**src/rtl/mul_arbiter_ctrl.sv**
```systemverilog
// Round-robin front end for a shared combinational multiplier. It latches one request's
// operands, waits MUL_LAT cycles for the product to settle, then holds the result until it is taken.
module mul_arbiter_ctrl #(
  parameter int dataW   = 32,
  parameter int MUL_LAT = 2
) (
  input  logic             clk,
  input  logic             nReset,
  input  logic             req0Valid,
  output logic             req0Ready,
  input  logic [dataW-1:0] req0A,
  input  logic [dataW-1:0] req0B,
  input  logic [1:0]       req0Code,
  input  logic             req1Valid,
  output logic             req1Ready,
  input  logic [dataW-1:0] req1A,
  input  logic [dataW-1:0] req1B,
  input  logic [1:0]       req1Code,
  output logic             rspValid,
  input  logic             rspReady,
  output logic [dataW-1:0] rspData,
  output logic             rspId,
  output logic [dataW-1:0] mulA,
  output logic [dataW-1:0] mulB,
  output logic [1:0]       mulCode,
  input  logic [dataW-1:0] mulOut,
  output logic             busy
);

  localparam int CNT_W = (MUL_LAT > 1) ? $clog2(MUL_LAT) : 1;
  localparam logic [CNT_W-1:0] CNT_INIT = CNT_W'(MUL_LAT - 1);

  generate
    if (MUL_LAT < 1) begin : g_lat_check
      $error("mul_arbiter_ctrl: MUL_LAT must be >= 1");
    end
  endgenerate

  typedef enum logic [1:0] {IDLE, BUSY, DONE} state_t;

  state_t            state_reg, state_next;
  logic              last_gnt_reg, last_gnt_next;
  logic [CNT_W-1:0]  cnt_reg, cnt_next;
  logic              rsp_valid_reg, rsp_valid_next;
  logic [dataW-1:0]  rsp_data_reg, rsp_data_next;
  logic              rsp_id_reg, rsp_id_next;
  logic [dataW-1:0]  mul_a_reg, mul_a_next;
  logic [dataW-1:0]  mul_b_reg, mul_b_next;
  logic [1:0]        mul_code_reg, mul_code_next;
  logic              grant;
  logic              accept;

  // A tie goes to the port that did not win the last acceptance.
  always_comb begin
    if (req0Valid && req1Valid) grant = ~last_gnt_reg;
    else                        grant = req1Valid;
  end

  assign req0Ready = nReset && (state_reg == IDLE) && !grant;
  assign req1Ready = nReset && (state_reg == IDLE) && grant;
  assign accept    = (req0Valid && req0Ready) || (req1Valid && req1Ready);

  always_ff @(posedge clk or negedge nReset) begin
    if (!nReset) begin
      state_reg     <= IDLE;
      last_gnt_reg  <= 1'b1;
      cnt_reg       <= '0;
      rsp_valid_reg <= 1'b0;
      rsp_data_reg  <= '0;
      rsp_id_reg    <= 1'b0;
      mul_a_reg     <= '0;
      mul_b_reg     <= '0;
      mul_code_reg  <= 2'b00;
    end else begin
      state_reg     <= state_next;
      last_gnt_reg  <= last_gnt_next;
      cnt_reg       <= cnt_next;
      rsp_valid_reg <= rsp_valid_next;
      rsp_data_reg  <= rsp_data_next;
      rsp_id_reg    <= rsp_id_next;
      mul_a_reg     <= mul_a_next;
      mul_b_reg     <= mul_b_next;
      mul_code_reg  <= mul_code_next;
    end
  end

  always_comb begin
    state_next     = state_reg;
    last_gnt_next  = last_gnt_reg;
    cnt_next       = cnt_reg;
    rsp_valid_next = rsp_valid_reg;
    rsp_data_next  = rsp_data_reg;
    rsp_id_next    = rsp_id_reg;
    mul_a_next     = mul_a_reg;
    mul_b_next     = mul_b_reg;
    mul_code_next  = mul_code_reg;
    case (state_reg)
      IDLE: begin
        if (accept) begin
          mul_a_next    = grant ? req1A : req0A;
          mul_b_next    = grant ? req1B : req0B;
          mul_code_next = grant ? req1Code : req0Code;
          rsp_id_next   = grant;
          last_gnt_next = grant;
          cnt_next      = CNT_INIT;
          state_next    = BUSY;
        end
      end
      BUSY: begin
        // cnt==0 means the multiplier has had MUL_LAT full cycles to settle.
        if (cnt_reg == '0) begin
          rsp_data_next  = mulOut;
          rsp_valid_next = 1'b1;
          state_next     = DONE;
        end else begin
          cnt_next = cnt_reg - CNT_W'(1);
        end
      end
      DONE: begin
        if (rspReady) begin
          rsp_valid_next = 1'b0;
          state_next     = IDLE;
        end
      end
      default: state_next = IDLE;
    endcase
  end

  assign rspValid = rsp_valid_reg;
  assign rspData  = rsp_data_reg;
  assign rspId    = rsp_id_reg;
  assign mulA     = mul_a_reg;
  assign mulB     = mul_b_reg;
  assign mulCode  = mul_code_reg;
  assign busy     = (state_reg != IDLE);

endmodule
```
**config.mk**
```make
export PLATFORM = sky130hd
export DESIGN_NAME = mul_arbiter_ctrl
export DESIGN_NICKNAME = d
export VERILOG_FILES = /design/src/rtl/mul_arbiter_ctrl.sv
export SDC_FILE = /design/constraint.sdc
export NUM_CORES = 1
export LEC_CHECK = 0
export BUFFER_PORTS_ARGS = -buffer_cell sky130_fd_sc_hd__buf_2
export CORE_MARGIN = 2
export CORE_UTILIZATION = 35
export DETAILED_ROUTE_END_ITERATION = 6
export PLACE_DENSITY = 0.67
export SETUP_SLACK_MARGIN = 0.05
export SYNTH_ARGS = -nofsm -noshare
export SYNTH_HDL_FRONTEND = slang
export SYNTH_SLANG_ARGS = --single-unit
```
**constraint.sdc**
```tcl
create_clock -name clk -period 2.2 [get_ports clk]
set_input_delay 0.11 -clock clk [delete_from_list [all_inputs] [get_ports clk]]
set_output_delay 0.11 -clock clk [all_outputs]
set_load 0.02 [all_outputs]
```
# After elaboration in Yosys (flattened, before gate mapping)
# Cells that the tools add are included.
[totals] mem_count=0 latchBits=0 mem_bits_ro=0 ff_bits=104 mem_bits_rw=0
[op_classes] shift=0 n_mux=14 div_mod_pow=0 n_mul=0 n_addsub=1 reduce_logical=17 n_bitwise=2 order_cmp=0 n_eq_ne=5
[ops] cell="32-bit two-way mux" n=2
[ops] cell="2-bit two-way mux" n=4
[ops] cell="1-bit logical AND" n=6
[ops] cell="2-bit inequality test (second input constant)" n=3
[ops] cell="2-bit case mux with 3 select lines" n=1
[ops] cell="2-bit AND reduction" n=3
[ops] cell="3-bit AND reduction" n=2
[ops] cell="2-bit nonzero test" n=3
[ops] cell="1-bit two-way mux" n=5
[ops] cell="1-bit case mux with 2 select lines" n=2
[ops] cell="2-bit by 1-bit == test with 1-bit output (second input constant)" n=1
[ops] cell="2-bit == test (second input constant)" n=1
[ops] cell="2-bit logical NOT" n=1
[ops] cell="1-bit NOT" n=2
[ops] cell="1-bit logical NOT" n=1
[ops] cell="1-bit logical OR" n=1
[ops] cell="1-bit subtractor (second input constant)" n=1

# Logic depth before layout (Yosys ltp)
# Gate-level depths: netlist of the first run.
[logic_depth] word_depth=8 mapped_depth=6 mapped_depth_nobuf=3

# Worst setup path before layout of the first run
# No wires, ideal clock.
[synth_timing] path_kind="register to register" startpoint="register state_reg[0]" endpoint="register mul_a_reg[10] (netlist: mulA[10])" arrival_time_ns=1.565 t_required_ns=2.077 stages_incl_launch_ff=7 slack_ns=0.512 setup_time_ns=0.123 path_cell_list="dfrtp_1 > or3b_1 > buf_6 > buf_6 > clkbuf_2 > or3_1 > o221a_2"
[synth_via] elab_chain_len=6 word_cells_on_any_way=8 classes_between="reduce/logical (8)"
[synth_lines] item="start: declaration" line="41" rtl="state_t state_reg, state_next;"
[synth_lines] item="start signal: assignment" line="75" rtl="state_reg <= state_next;"
[synth_lines] item="2-bit logical NOT (*)" line="59, 60, 97"
[synth_lines] item="1-bit logical AND" line="59, 60"
[synth_lines] item="1-bit logical AND, on equally long branches" line="59, 60"
[synth_lines] item="1-bit logical AND" line="61" rtl="assign accept = (req0Valid && req0Ready) || (req1Valid && req1Ready);"
[synth_lines] item="1-bit logical OR" line="61"
[synth_lines] item="2-bit AND reduction (no line) (*)"
[synth_lines] item="end signal: assignment" line="81" rtl="mul_a_reg <= mul_a_next;"
[synth_lines] item="end: declaration" line="47" rtl="logic [dataW-1:0] mul_a_reg, mul_a_next;"
# Every way passes the cells marked *; elsewhere a longest branch is shown, timed or not.
# A chain may end at the register's enable or synchronous reset.

# Worst setup path in the final report of the first run
[layout_timing] startpoint="input port nReset" endpoint="output port req1Ready"
[layout_via] elab_chain_len=2
[layout_lines] item="start: declaration" line="8" rtl="input logic nReset,"
[layout_lines] item="1-bit logical AND (2 in a row)" line="60" rtl="assign req1Ready = nReset && (state_reg == IDLE) && grant;"
[layout_lines] item="end: declaration" line="15" rtl="output logic req1Ready,"
# No other way between the ends.

==> results of run 1 <==
[layout make-up]
| type | count | area, um2 |
|---|---|---|
| clock buffer | 9 | 225 |
| fill | 1134 | 5980 |
| sequential | 104 | 2600 |
| clock inverter | 7 | 100 |
| tap | 172 | 215 |
| inverter | 2 | 7.51 |
| multi-input combinational | 188 | 1670 |
| timing repair buffer | 308 | 1710 |
[where the power goes]
group,internal (mW),leakage (nW),switching (mW),total (mW)
registers,2.87,1.17,0.523,3.39
logic,1.96,1.66,2.51,4.46
clock network,1.01,0.161,0.719,1.73
total,5.83,2.99,3.75,9.58
[cell families after synthesis]
| group | after synthesis | synth area share |
|---|---|---|
| AOI/OAI and AO/OA | 74 | 0.179 |
| buffers and inverters | 34 | 0.0384 |
| DFF | 104 | 0.587 |
| muxes | 32 | 0.0813 |
| and+or+nand+nor | 82 | 0.114 |
[cells in the final DEF, fill, tap and decap left out, types with 3 or more instances in the layout]
master,Yosys,layout
buf_2,12,270
dfrtp_1,103,103
or3_1,66,66
o221a_2,66,66
mux2_2,32,32
dlygate4sd3_1,0,26
buf_4,3,11
clkbuf_16,0,9
nor2_1,6,5
o22ai_1,3,3
inv_6,0,3
[cell usage after synthesis]
master,n
or3_1,66
clkbuf_2,1
and2_1,1
a21oi_1,2
mux2_2,32
nor2_1,6
buf_6,2
nand2b_1,2
dfrtp_1,103
buf_4,3
or3b_1,1
inv_1,2
clkbuf_1,14
o221a_2,66
a21bo_2,1
dfstp_2,1
buf_2,12
or2_2,1
o22ai_1,3
nand3_1,1
nor3b_1,1
a21o_1,1
nand2_1,1
a31oi_1,1
nor2_4,1
or2b_1,1
[per-stage QoR]
stage / instances / worst slack, ns / cell area [um2] / power, mW / util
after global routing: 790 / 0.137 / 6530 / 10.2 / 0.522
after floorplan: 326 / 0.512 / 4430 / 6.31 / -
final: 790 / 0.224 / 6530 / 9.58 / 0.522
after global placement: 748 / 0.435 / 5950 / 7.77 / 0.475
after CTS: 789 / 0.199 / 6520 / 9.68 / 0.521
after detailed placement: 748 / 0.399 / 5950 / 7.88 / 0.475
[worst max-delay path by stage]
stage,slack (ns),end
finish,0.22,req1Ready
global placement,0.43,mulA[29]
global route,0.14,req1Ready
floorplan,0.51,mulA[10]
detailed placement,0.40,mulA[12]
CTS,0.20,req1Ready
[per-layer routing]
| metal | share of wire | vias up | wire, um |
|---|---|---|---|
| met2 | 0.50 | 172 | 6630 |
| met3 | 0.079 | 9 | 1050 |
| met1 | 0.41 | 1944 | 5440 |
| li1 | - | 1846 | - |
| met5 | 0 | - | 0 |
| met4 | 0.0083 | 0 | 110 |
[critical path: stages]
cell and delay [ns]:
dlygate4sd3_1 0.55, buf_4 0.15, or3b_2 0.50, buf_4 0.25
nor2_1 0.12, buf_2 0.17
==> results by group, run 1 <==
STA
  – Relative slew slack: 0.519
  – Max frequency: 0.506 GHz
  – Worst Tran Pin Value: roughly 0.72 ns
  – Final hold vios: 0
  – Final min period: 1.98 ns
  – Fin. max-slew vios: 0
  – Unrepaired setup endpoints after global routing: false
  – Setup TNS: 0 ns
  – Setup violations, final: 0
  – Skew final: 0.00810 ns
  – Fin Hold WS: 0.00846 ns
  – Final period util: 0.898

Global route
  – Largest net degree at the start of global routing: 58
  – Number of global-route vias before repair: roughly 3800
  – Met1 Track Usage GR: 0.226
  – GRT met3 Usage: 0.0545
  – GR Layer Usage met2: 0.326
  – Gr ovfl total: 0
  – Antenna violations before repair: 0
  – Most Crowded Layer GR: met2
  – Total track usage: 0.185
  – Global-route wire length before repair: about 20000 um

Clock network
  – CTS H-tree depth: 3
  – CTS Buf Count: 9
  – Skew-Pair Late Insertion Delay: roughly 0.34 ns
  – CTS tree: yes
  – Post-CTS Setup Inserts: 0
  – PostCTS Resize Cnt: 0
  – Hold-fix buffers, CTS: 25
  – Clock-pin slew on the worst setup and hold paths: 0.07 ns
  – Cell chosen for the clock root: clkbuf_16
  – Clk buf depth: 2
  – CTS Sinks: 104

Yosys
  – Synthesized flop and latch total: 104
  – Post-synth top area share: 0.581
  – Synthesized area per cell: about 14 um2
  – Sequential cell area fraction in the yosys report: 0.587
  – Synth area leader: dfrtp_1
  – Post-Syn Instances: 326
  – Synth area leaders: dfrtp_1 (58%), o221a_2 (17%), or3_1 (9.3%)
  – Syn_nets: 495
  – Number of synthesis warnings: 0
  – Unique cell type count in the Yosys netlist: 26
  – Mapped Area: 4430 um2

Worst setup path
  – Crit-path max FO: 33
  – Worst r2r path cells: 4
  – Reg2reg end: mulA[21]
  – Worst r2r src: state_reg[0]
  – Worst Path Required: around 2.1 ns
  – Setup crit end kind: output port
  – Flop2flop setup slack: 0.40 ns
  – CP startpoint: nReset
  – CP Launch Type: input port
  – WS Path Type: in2out
  – Critical Path AT: ~1.9 ns

Drt
  – Via density: between 5 and 6
  – TritonRoute pass-1 iters: 4
  – DR iter-0 viols: 231
  – Drt wl/cell: 16.7 um
  – Drc violations: 0
  – Vias: 3971
  – Routed wire length: 13200 um
  – Post-route ant nets: 0

Finish
  – # nets final: 782
  – Layout cell share with drive strength beyond 1: 0.652
  – Inserted Diodes: 0
  – Area grow syn2layout: 47.3%

Placed design
  – Detailed placement HPWL: 9320 um
  – GPL Wtd Cong: 0.740
  – Port-buffer cells: 271

Run status
  – Outcome: completed

Floorplan
  – Die width: roughly 120 um
  – DIE HEIGHT: 117 um
  – Starting Density: 0.354
  – Row cnt: 41
  – Die area: 13600 um2
  – IO Pins: 272
  – CORE AREA: 12500 um2

Worst hold path
  – Worst min path class: in2reg
  – Hold EP: rspData[11]
  – Hold-critical path depth: 2
  – Hold path startpoint: mulOut[11]

Flow run
  – Max cap viols: 0

Power
  – VDD IR max: approximately 540 uV
  – Pleak: 2.99 nW
  – Power Dens Cells: between 1000 and 1500 nW/um2
No activity file was read; power rests on OpenSTA's default activity.
==> inputs of run 2 (changes only) <==
--- a/config.mk
+++ b/config.mk
@@ -8,6 +8,8 @@
 export BUFFER_PORTS_ARGS = -buffer_cell sky130_fd_sc_hd__buf_2
+export CELL_PAD_IN_SITES_DETAIL_PLACEMENT = 1
+export CELL_PAD_IN_SITES_GLOBAL_PLACEMENT = 1
 export CORE_MARGIN = 2
-export CORE_UTILIZATION = 35
+export CORE_UTILIZATION = 32
 export DETAILED_ROUTE_END_ITERATION = 6
-export PLACE_DENSITY = 0.67
+export PLACE_DENSITY_LB_ADDON = 0.1
 export SETUP_SLACK_MARGIN = 0.05
--- a/constraint.sdc
+++ b/constraint.sdc
@@ -3,2 +3,2 @@
 set_output_delay 0.11 -clock clk [all_outputs]
-set_load 0.02 [all_outputs]
+set_load 0.05 [all_outputs]
==> run 2 against run 1 <==
  * Clock skew decreased by 0.0044 ns
  * Register-to-register slack about the same
  * Count of clock-buffer cells in the layout increased by 4
  * Via count increased by 1.3%
  * Critical path depth unchanged
  * Sequential power about the same
  * First-iteration DRC count decreased by 17%
  * Maximum frequency decreased by 3.0%
  * Sequential cell count unchanged
  * Final area unchanged
  * Setup slack got worse by 0.061 ns
  * Critical path type unchanged
  * Critical endpoint unchanged
  * Largest cell class unchanged
  * Largest power group unchanged
  * Highest routed layer unchanged
==> results by group, run 2 (synthesis results as in run 1) <==
Run status
  – Outcome: completed (unchanged)

STA
  – Max frequency: 0.491 GHz (was 0.506 GHz)
  – Fin. max-slew vios: 0 (unchanged)
  – Final period util: 0.926 (was 0.898)
  – Setup violations, final: 0 (unchanged)
  – Final WS setup: 0.163 ns (was 0.224 ns)
  – Unrepaired setup endpoints after global routing: false (unchanged)
  – Skew final: 0.00375 ns (was 0.00810 ns)
  – Final min period: 2.04 ns (was 1.98 ns)
  – Setup TNS: 0 ns (unchanged)
  – Fin Hold WS: 0.0127 ns (was 0.00846 ns)
  – Final hold vios: 0 (unchanged)
  – Worst Tran Pin Value: 0.860 ns (was 0.722 ns)
  – Relative slew slack: 0.426 (was 0.519)

Clock network
  – Clk buf depth: 2 (unchanged)
  – Cell chosen for the clock root: clkbuf_16 (unchanged)
  – CTS H-tree depth: 3 (unchanged)
  – CTS Sinks: 104 (unchanged)
  – CTS tree: yes (unchanged)
  – Skew-Pair Late Insertion Delay: 0.34 ns (about the same)
  – Clock-pin slew on the worst setup and hold paths: 0.07 ns (about the same)
  – CTS Buf Count: 9 (unchanged)

Global route
  – Largest net degree at the start of global routing: 68 (was 58)
  – Antenna violations before repair: 1 (was 0)
  – Global-route wire length before repair: 22200 um (was 19600 um)
  – Total track usage: 0.193 (was 0.185)
  – Number of global-route vias before repair: 4192 (was 3827)
  – Gr ovfl total: 0 (unchanged)

Worst setup path
  – CP bufs+invs: 4 (unchanged)
  – Worst r2r src: state_reg[0] (unchanged)
  – Crit-path max FO: 30 (was 33)
  – CP Launch Type: input port (unchanged)
  – Setup crit end kind: output port (unchanged)
  – Worst path max stage delay: 0.56 ns (was 0.55 ns)
  – Crit-path cells: dlygate4sd3_1, buf_4, or3b_2, buf_4, nor2_1, clkbuf_4 (was dlygate4sd3_1, buf_4, or3b_2, buf_4, nor2_1, buf_2)
  – Top delay family on crit path: buffers and inverters (unchanged)
  – Critical Path AT: 1.93 ns (was 1.87 ns)
  – CP max-delay cell: dlygate4sd3_1 (unchanged)
  – CP startpoint: nReset (unchanged)
  – Worst Path Required: 2.09 ns (about the same)
  – WS Path Type: in2out (unchanged)
  – Top cell by count, worst path: buf_4 (unchanged)

Floorplan
  – Row cnt: 43 (was 41)
  – CORE AREA: 13700 um2 (was 12500 um2)
  – IO Pins: 272 (unchanged)
  – Die area: 14800 um2 (was 13600 um2)
  – DIE HEIGHT: 122 um (was 117 um)
  – Die width: 122 um (was 117 um)
  – Starting Density: 0.323 (was 0.354)

Drt
  – Via density: 5.04 (was 5.03)
  – TritonRoute pass-1 iters: 4 (unchanged)
  – Vias: 4023 (was 3971)
  – Routed wire length: 14600 um (was 13200 um)
  – DR iter-0 viols: 191 (was 231)
  – Drc violations: 0 (unchanged)
  – Drt wl/cell: 18.3 um (was 16.7 um)
  – Post-route ant nets: 0 (unchanged)

Finish
  – Final instance area: 6530 um2 (unchanged)
  – Util after Layout: 0.476 (was 0.522)
  – Final non-filler cell total: 798 (was 790)
  – Fillers: 1540 (was 1134)
  – # nets final: 782 (unchanged)
  – FF/Latch Area: 2600 um2 (unchanged)
  – Most common cell after layout, fill and taps aside: buf_2 (unchanged)
  – Most frequent cells in the layout: buf_2 (269), dfrtp_1 (103), or3_1 (66), o221a_2 (66), mux2_2 (32) (was buf_2 (270), dfrtp_1 (103), or3_1 (66), o221a_2 (66), mux2_2 (32))
  – Area grow syn2layout: 47.3% (unchanged)
  – Layout cell share with drive strength beyond 1: 0.648 (was 0.652)
  – Multi-input logic area: 1670 um2 (unchanged)

Placed design
  – Pre-CTS worst setup slack: 0.383 ns (was 0.399 ns)
  – Placed Area: 5950 um2 (about the same)
  – Detailed placement HPWL: 10100 um (was 9320 um)
  – GPL Wtd Cong: 0.781 (was 0.740)
  – Port-buffer cells: 271 (unchanged)
  – Placed insts: 755 (was 748)

Flow run
  – Max cap viols: 0 (unchanged)

Worst hold path
  – Hold path startpoint: mulOut[29] (was mulOut[11])
  – Worst min path class: in2reg (unchanged)

Power
  – Pleak: 2.98 nW (was 2.99 nW)
  – Power Dens Cells: 1790 nW/um2 (was 1470 nW/um2)
  – Tot Pwr: 11.7 mW (was 9.58 mW)
  – VDD IR max: 679 uV (was 535 uV)
[run 2: layer usage]
layer / vias up / wire length, um / GRT usage
met5: - / 0 / 0
met4: 0 / 292 / 0.0675
met3: 22 / 1170 / 0.0623
met2: 166 / 7150 / 0.326
met1: 1989 / 5980 / 0.233
li1: 1846 / - / -
[run 2: cell type report]
cell class / count / area share
tap: 180 / 0.0345
timing repair buffer: 308 / 0.263
antenna: 1 / 0.000383
clock buffer: 13 / 0.0414
sequential: 104 / 0.399
inverter: 2 / 0.00115
multi-input combinational: 188 / 0.255
clock inverter: 2 / 0.00574
[run 2: path summary, 6_finish.rpt]
path / endpoint / slack (ns) / cells past startpoint
max: req1Ready / 0.16 / 6
min reg2reg: rspData[10] / 0.51 / 1
min in group asynchronous: state_reg[0] / 0.16 / 2
max reg2reg: mulB[28] / 0.39 / 4
max in group asynchronous: mulB[18] / 0.52 / 4
min: rspData[29] / 0.01 / 2
[run 2: what timing repair did]
action / in CTS / in global routing
setup buffers: 0 / 0
endpoints found under the setup margin: 0 / 1
hold buffers: 27 / 0
resized for setup: 0 / 1
endpoints found under the hold margin: 62 / 0
[run 2: worst register-to-register path, cell delays in order, from the launching register on]
cell,delay (ns)
dfrtp_1,0.42
or3b_2,0.53
buf_4,0.26
or3_1,0.36
o221a_2,0.13
[run 2: power breakdown]
group	switching (mW)	internal (mW)	total [mW]
combinational	4.67	1.95	6.62
sequential	0.543	2.87	3.41
clock	0.692	0.971	1.66
